[src/rtl/register_file_if.sv]
// Register-file access bus: two read ports (ID stage) and one write port (WB stage).
// The master drives indices and write data; the register file (slave) returns read data.
interface register_file_if #(
    parameter int DATA_W = 32,
    parameter int ADDR_W = 5
);
    logic [ADDR_W-1:0] ReadReg1;
    logic [ADDR_W-1:0] ReadReg2;
    logic [ADDR_W-1:0] WriteReg;
    logic [DATA_W-1:0] WriteData;
    logic              RegWrite;
    logic [DATA_W-1:0] ReadData1;
    logic [DATA_W-1:0] ReadData2;

    modport master (
        output ReadReg1, ReadReg2, WriteReg, WriteData, RegWrite,
        input  ReadData1, ReadData2
    );

    modport slave (
        input  ReadReg1, ReadReg2, WriteReg, WriteData, RegWrite,
        output ReadData1, ReadData2
    );
endinterface

[src/rtl/register_file.sv]
// 32 x 32-bit MIPS register file: $zero hardwired, two combinational read ports, one write port.
// Define REGFILE_BYPASS_EN to forward a same-cycle WB write onto the read ports.
module register_file #(
    parameter int DATA_W   = 32,
    parameter int ADDR_W   = 5,
    parameter int NUM_REGS = 32
) (
    input  logic          clk,
    input  logic          reset_n,
    register_file_if.slave rf
);

    logic [DATA_W-1:0] regs_r [NUM_REGS];
    logic              we_s;
    logic [DATA_W-1:0] rd1_s;
    logic [DATA_W-1:0] rd2_s;

    // True when a write in flight targets addr and may be forwarded to a reader
    function automatic logic bypass_hit(
        input logic [ADDR_W-1:0] addr,
        input logic              we,
        input logic [ADDR_W-1:0] waddr
    );
`ifdef REGFILE_BYPASS_EN
        return we && (addr == waddr);
`else
        return 1'b0 & we & (addr == waddr);
`endif
    endfunction

    // Effective write enable: writes to $zero are dropped here
    always_comb begin
        we_s = 1'b0;
        if (rf.RegWrite && (rf.WriteReg != {ADDR_W{1'b0}})) begin
            we_s = 1'b1;
        end else begin
            we_s = 1'b0;
        end
    end

    // Register storage; entry 0 is never written so it stays 0
    always_ff @(posedge clk or negedge reset_n) begin
        if (!reset_n) begin
            for (int i = 0; i < NUM_REGS; i++) begin
                regs_r[i] <= {DATA_W{1'b0}};
            end
        end else if (we_s) begin
            regs_r[rf.WriteReg] <= rf.WriteData;
        end
    end

    // Read port 1: $zero, then bypass, then stored value
    always_comb begin
        rd1_s = {DATA_W{1'b0}};
        if (rf.ReadReg1 == {ADDR_W{1'b0}}) begin
            rd1_s = {DATA_W{1'b0}};
        end else if (bypass_hit(rf.ReadReg1, we_s, rf.WriteReg)) begin
            rd1_s = rf.WriteData;
        end else begin
            rd1_s = regs_r[rf.ReadReg1];
        end
    end

    // Read port 2: same priority as port 1, fully independent
    always_comb begin
        rd2_s = {DATA_W{1'b0}};
        if (rf.ReadReg2 == {ADDR_W{1'b0}}) begin
            rd2_s = {DATA_W{1'b0}};
        end else if (bypass_hit(rf.ReadReg2, we_s, rf.WriteReg)) begin
            rd2_s = rf.WriteData;
        end else begin
            rd2_s = regs_r[rf.ReadReg2];
        end
    end

    assign rf.ReadData1 = rd1_s;
    assign rf.ReadData2 = rd2_s;

endmodule

[src/flat_wrapper.sv]
// flat-port wrapper written by rule: the top's interface ports become plain ports
module register_file_flat 
#(
    parameter int DATA_W   = 32,
    parameter int ADDR_W   = 5,
    parameter int NUM_REGS = 32
)
  (clk, reset_n, rf_ReadReg1, rf_ReadReg2, rf_WriteReg, rf_WriteData, rf_RegWrite, rf_ReadData1, rf_ReadData2);
  register_file_if #(.DATA_W(DATA_W), .ADDR_W(ADDR_W)) rf_i ();
  input  logic clk;
  input  logic reset_n;
  input wire logic [$bits(rf_i.ReadReg1)-1:0] rf_ReadReg1;
  input wire logic [$bits(rf_i.ReadReg2)-1:0] rf_ReadReg2;
  input wire logic [$bits(rf_i.WriteReg)-1:0] rf_WriteReg;
  input wire logic [$bits(rf_i.WriteData)-1:0] rf_WriteData;
  input wire logic [$bits(rf_i.RegWrite)-1:0] rf_RegWrite;
  output wire logic [$bits(rf_i.ReadData1)-1:0] rf_ReadData1;
  output wire logic [$bits(rf_i.ReadData2)-1:0] rf_ReadData2;
  assign rf_i.ReadReg1 = rf_ReadReg1;
  assign rf_i.ReadReg2 = rf_ReadReg2;
  assign rf_i.WriteReg = rf_WriteReg;
  assign rf_i.WriteData = rf_WriteData;
  assign rf_i.RegWrite = rf_RegWrite;
  assign rf_ReadData1 = rf_i.ReadData1;
  assign rf_ReadData2 = rf_i.ReadData2;
  register_file #(.DATA_W(DATA_W), .ADDR_W(ADDR_W), .NUM_REGS(NUM_REGS)) u_core (.clk(clk), .reset_n(reset_n), .rf(rf_i));
endmodule
[config.mk]
export PLATFORM = sky130hd
export DESIGN_NAME = register_file_flat
export DESIGN_NICKNAME = d
export VERILOG_FILES = /design/src/rtl/register_file_if.sv /design/src/rtl/register_file.sv /design/src/flat_wrapper.sv
export SDC_FILE = /design/constraint.sdc
export NUM_CORES = 2
export LEC_CHECK = 0
export BUFFER_PORTS_ARGS = -buffer_cell sky130_fd_sc_hd__buf_2
export CORE_ASPECT_RATIO = 1.2
export CORE_MARGIN = 2
export CORE_UTILIZATION = 50
export CTS_BUF_LIST = sky130_fd_sc_hd__clkbuf_4 sky130_fd_sc_hd__clkbuf_8
export CTS_CLUSTER_SIZE = 20
export DETAILED_ROUTE_END_ITERATION = 6
export GPL_TIMING_DRIVEN = 0
export HOLD_SLACK_MARGIN = 0.03
export PLACE_DENSITY = 0.77
export SYNTH_ARGS = -nofsm -noshare
export SYNTH_HDL_FRONTEND = slang
export SYNTH_SLANG_ARGS = --single-unit
[constraint.sdc]
create_clock -name clk -period 8.7 [get_ports clk]
set_input_delay 2.61 -clock clk [delete_from_list [all_inputs] [get_ports clk]]
set_output_delay 2.61 -clock clk [all_outputs]
set_load 0.005 [all_outputs]
Word-level counts from Yosys, hierarchy flattened
Index checks and enable logic that the tools add are counted.
Cells by class
  $lt $le $gt $ge: 4
  mux-type cells: 12
  bitwise logic cells: 3
  reduce and logical (&&, ||, !) cells: 5
Operators by type and width (number)
  1024-bit bitwise mux: 1
  32-bit binary-select mux with 5-bit select: 2
  32-bit two-way mux: 7
  32-bit demux with 5-bit select: 1
  6-bit greater-or-equal comparator (second input constant): 3
  5-bit NOT with 6-bit output: 3
  5-bit zero test: 2
  6-bit by 1-bit less-than comparator with 1-bit output (second input constant): 1
  5-bit nonzero test: 1
  1-bit logical AND: 2
  1-bit two-way mux: 1
Word-level totals
  register bits after elaboration: 1024
  bits of input ports: 50

Longest topological paths before layout
  word-level depth: 6
  mapped depth: 7

Worst setup path after synthesis
No wires, ideal clock.
  path kind: input-to-output
  start: in rf_ReadReg1[0]
  end: out rf_ReadData1[10]
  arrival time: 3.901 ns
  data required time: 6.090 ns
  setup slack: 2.189 ns
  stages on the path: 6
  buffers on the path: 2
  cells stage by stage: buf_2 > buf_4 > mux4_2 > nor2b_1 > a211oi_1 > a311oi_1
On the way
  cells in the longest elaborated chain, start to end: 5
  elaborated cells on any way between the ends: 6
Ends and longest elaborated chain
  from (decl): line flat_wrapper.sv:12  | input wire logic [$bits(rf_i.ReadReg1)-1:0] rf_ReadReg1;
  5-bit NOT with 6-bit output (not written as such): line register_file.sv:60  | rd1_s = regs_r[rf.ReadReg1];
  32-bit binary-select mux with 5-bit select: line register_file.sv:60
  32-bit two-way mux (not written as such) (2 in a row): line register_file.sv:60
  32-bit two-way mux *: line register_file.sv:55  | if (rf.ReadReg1 == {ADDR_W{1'b0}}) begin
  to (decl): line flat_wrapper.sv:17  | output wire logic [$bits(rf_i.ReadData1)-1:0] rf_ReadData1;
Mark *: on every way between the ends. The rest lies on a longest branch, timed or not. The select of a mux whose other input is x is not followed.

Worst setup path in the final report
  start: in rf_ReadReg1[3]
  end: out rf_ReadData1[31]
The elaborated chain is that of the path after synthesis.

==> results_dict.tcl <==
set metrics [dict create \
    met2_usage_pct 56.49 \
    r2r-start "u_core.regs_r[15]" \
    grt-ovfl-total 0 \
    cts.sinks 1024 \
    relSlewSlack_pct -12.12 \
    top_level_ports 114 \
    status "finished, violations left" \
    routed_via_density 7.455 \
    coreArea_um2 109200 \
    synth-compound-area-share_pct 4.828 \
    multiInputGateArea_um2 26840 \
    p_per_area_nw_per_um2 230.8 \
    met3_usage_pct 20.74 \
    grt_pass1_wl_um 314300 \
    cts.clk_slew.worst_paths_ns 0.06 \
    row_count 133 \
    drtIter0Drc 6664 \
    synthFlopType "dfrtp_1" \
    avgSynthCellArea_um2 15.16 \
    drv_cap 8 \
    p_clk_share_pct 33.1 \
    use_met1_pct 47.89 \
    hold_class "flop to flop" \
    dpl_cell_area_um2 57340 \
    period_share_pct 102.4 \
    clock_latency_ns 0.85 \
    cp.arrival_ns 6.30 \
    synth_cell_types 39 \
    initial_core_util_pct 50.19 \
    synthCells 3613 \
    synth_top_area_cell "dfrtp_1" \
    ys_warn_count 0 \
    cp-end-kind "output port" \
    violations "capacitance limit, slew limit, setup timing" \
    htreeDepth 4 \
    cts_hold_buf 0 \
    antenna_found_initial 16 \
    final-setup-viol-count 7 \
    grt_max_degree 163 \
    clock.fmax_ghz 0.1123 \
    p_seq_share_pct 45.2 \
    p_int_mw 9.898 \
    final_max_slew_viol_count 89 \
    crit_type "input port to output port" \
    nFillCells 8650 \
    portBuffers 105 \
    top_regs "u_core.regs_r x1024" \
    dr.pass1.iters 6 \
    drive_above_1_share_pct 53.87 \
    synth_top_area_share_pct 46.77 \
    seq_area_um2 25620 \
    async_reset_ff_share_pct 100.0 \
    synth-simple-area-share_pct 1.665 \
    crit_start "rf_ReadReg1[3]" \
    area_growth_pct 11.51 \
    nets 3945 \
    swShare_pct 29.80 \
    synth_top_family_by_area "multiplexers" \
    fin_setup_tns_ns -0.9817 \
    setup_ws_ns -0.2087 \
    synth_adder_area_share_pct 0 \
    synth_edf_count 0 \
    numCtsBuffers 167 \
    muxShareOfSynthArea_pct 42.46 \
    cp_max_fo 10 \
    fin_area_um2 61090 \
    synthTopCellsByArea "dfrtp_1 47%, mux2_2 21%, mux4_2 18%" \
    netlist_area_um2 54790 \
    syn_nets 3663 \
    drt_wl_total_um 229800 \
    leakagePower_nw 26.55 \
    largest-register "u_core.regs_r" \
    hold_depth 1 \
    power_mw 14.10 \
    drc 0 \
    cp.required_ns 6.09 \
    cts_root_buf "clkbuf_8" \
    synth_xor_area_share_pct 0 \
    ir_worst_vdd_mv 0.1554 \
    post_drt_wl_per_cell_um 42.01 \
    combPwrFrac_pct 21.8 \
    synth-seq-area-share_pct 46.77 \
    fin_crit_ns 8.909 \
    reg2reg_to "u_core.regs_r[15]" \
    endpoint "rf_ReadData1[31]" \
    worstMarginPinSlew_ns 1.682 \
    grt_pass1_vias 40308 \
    gp_congestion 1.028 \
    dieArea_um2 112300 \
    utilization_pct 55.97 \
    die_h_um 366.6 \
    setup.worst_path.start_class "input port" \
    p_sw_mw 4.202 \
    rsz0062_at_grt "false" \
    pre_cts_ws_ns 0.02721 \
    skew_ns 0 \
    largest_register_ffs 1024 \
    drtAntennaViolNets 0 \
    grt_usage_pct 41.03 \
    busiest_layer "met2" \
    cts_tree "done" \
    reg2reg_slack_ns 7.85 \
    die_x_um 306.2 \
    synth-seq-cells 1024 \
    hold_violations 0 \
    dp_hpwl_um 151800 \
    r2r_cells 1 \
    vias 40770 \
    cts_buffer_depth 3 \
]
[cell usage in the layout (no fill, tap or decap), types with 63 or more instances in the layout]
cell type	instances
clkbuf_1	159
a211oi_1	64
nor2b_1	65
clkbuf_8	212
clkbuf_4	65
buf_2	248
a22oi_1	64
dfrtp_1	1024
mux2_2	1014
mux4_2	448
mux2i_1	128
a311oi_1	63
o21ai_1	98
[power groups by stage]
stage                     logic, mW  clock network, mW  registers, mW
after floorplan                2.12                  0           6.15
after global placement         2.87                  0           6.33
after detailed placement       2.96                  0           6.39
after CTS                      2.98               4.61           6.31
after global routing           3.17               4.83           6.44
final                          3.07               4.66           6.37
[worst min-delay path by stage]
stage	startpoint	endpoint	slack [ns]
after global routing	u_core.regs_r[992]	u_core.regs_r[992]	0.50
after detailed placement	u_core.regs_r[997]	u_core.regs_r[997]	0.47
after CTS	u_core.regs_r[993]	u_core.regs_r[993]	0.48
final	u_core.regs_r[1015]	u_core.regs_r[1015]	0.48
after floorplan	u_core.regs_r[1000]	u_core.regs_r[1000]	0.44
after global placement	u_core.regs_r[998]	u_core.regs_r[998]	0.45
[layer usage]
layer,wire (um),vias to the layer above
met5,107,-
met4,24380,14
met3,36910,1196
met2,94810,3893
met1,73540,21048
li1,-,14619
[area by class of cell]
cell class,count,share of cell area [%]
tap,1417,2.902
antenna,18,0.07373
timing repair buffer,115,1.274
sequential,1024,41.94
multi-input combinational,2164,43.94
buffer,421,3.852
inverter,2,0.01229
clock inverter,31,0.4321
clock buffer,277,5.575
[Yosys cell counts, types with 2 or more instances]
library cell and count:
a211oi_1 64, a221oi_1 44, a221oi_2 2, a22oi_1 64
a311oi_1 64, and2_1 2, buf_1 2, buf_2 144
buf_4 62, buf_6 41, clkbuf_1 172, dfrtp_1 1024
inv_2 2, mux2_1 42, mux2_2 1014, mux2i_1 128
mux4_2 448, nand2_1 52, nand2b_1 2, nand3_1 2
nand3b_1 4, nor2_1 12, nor2_2 11, nor2b_1 66
nor3b_1 4, o2111ai_1 18, o21ai_0 12, o21ai_1 98
or2_1 2, or4_4 2
[per-stage QoR]
step	hold slack [ns]	instances
3_3_place_gp	0.4527	5135
4_1_cts	0.4795	5452
6_report	0.4791	5469
3_5_place_dp	0.4679	5144
2_1_floorplan	0.4413	3613
5_1_grt	0.5047	5455
[worst max-delay path, stage by stage]
cell	delay [ns]
buf_2	0.17
clkbuf_1	0.77
clkbuf_1	0.93
o2111ai_1	0.39
a311oi_1	1.14
buf_2	0.27
[cell families after synthesis]
logic type	Yosys count
muxes	1632
DFF	1024
buffers and inverters	425
AOI/OAI and AO/OA	366
and+or+nand+nor	166
[timing repair]
item	4_1_cts	5_1_grt
buffers inserted	0	0
resized for setup	0	9
setup endpoints to repair	0	6
Note: power is estimated with default switching activity, not from simulation.
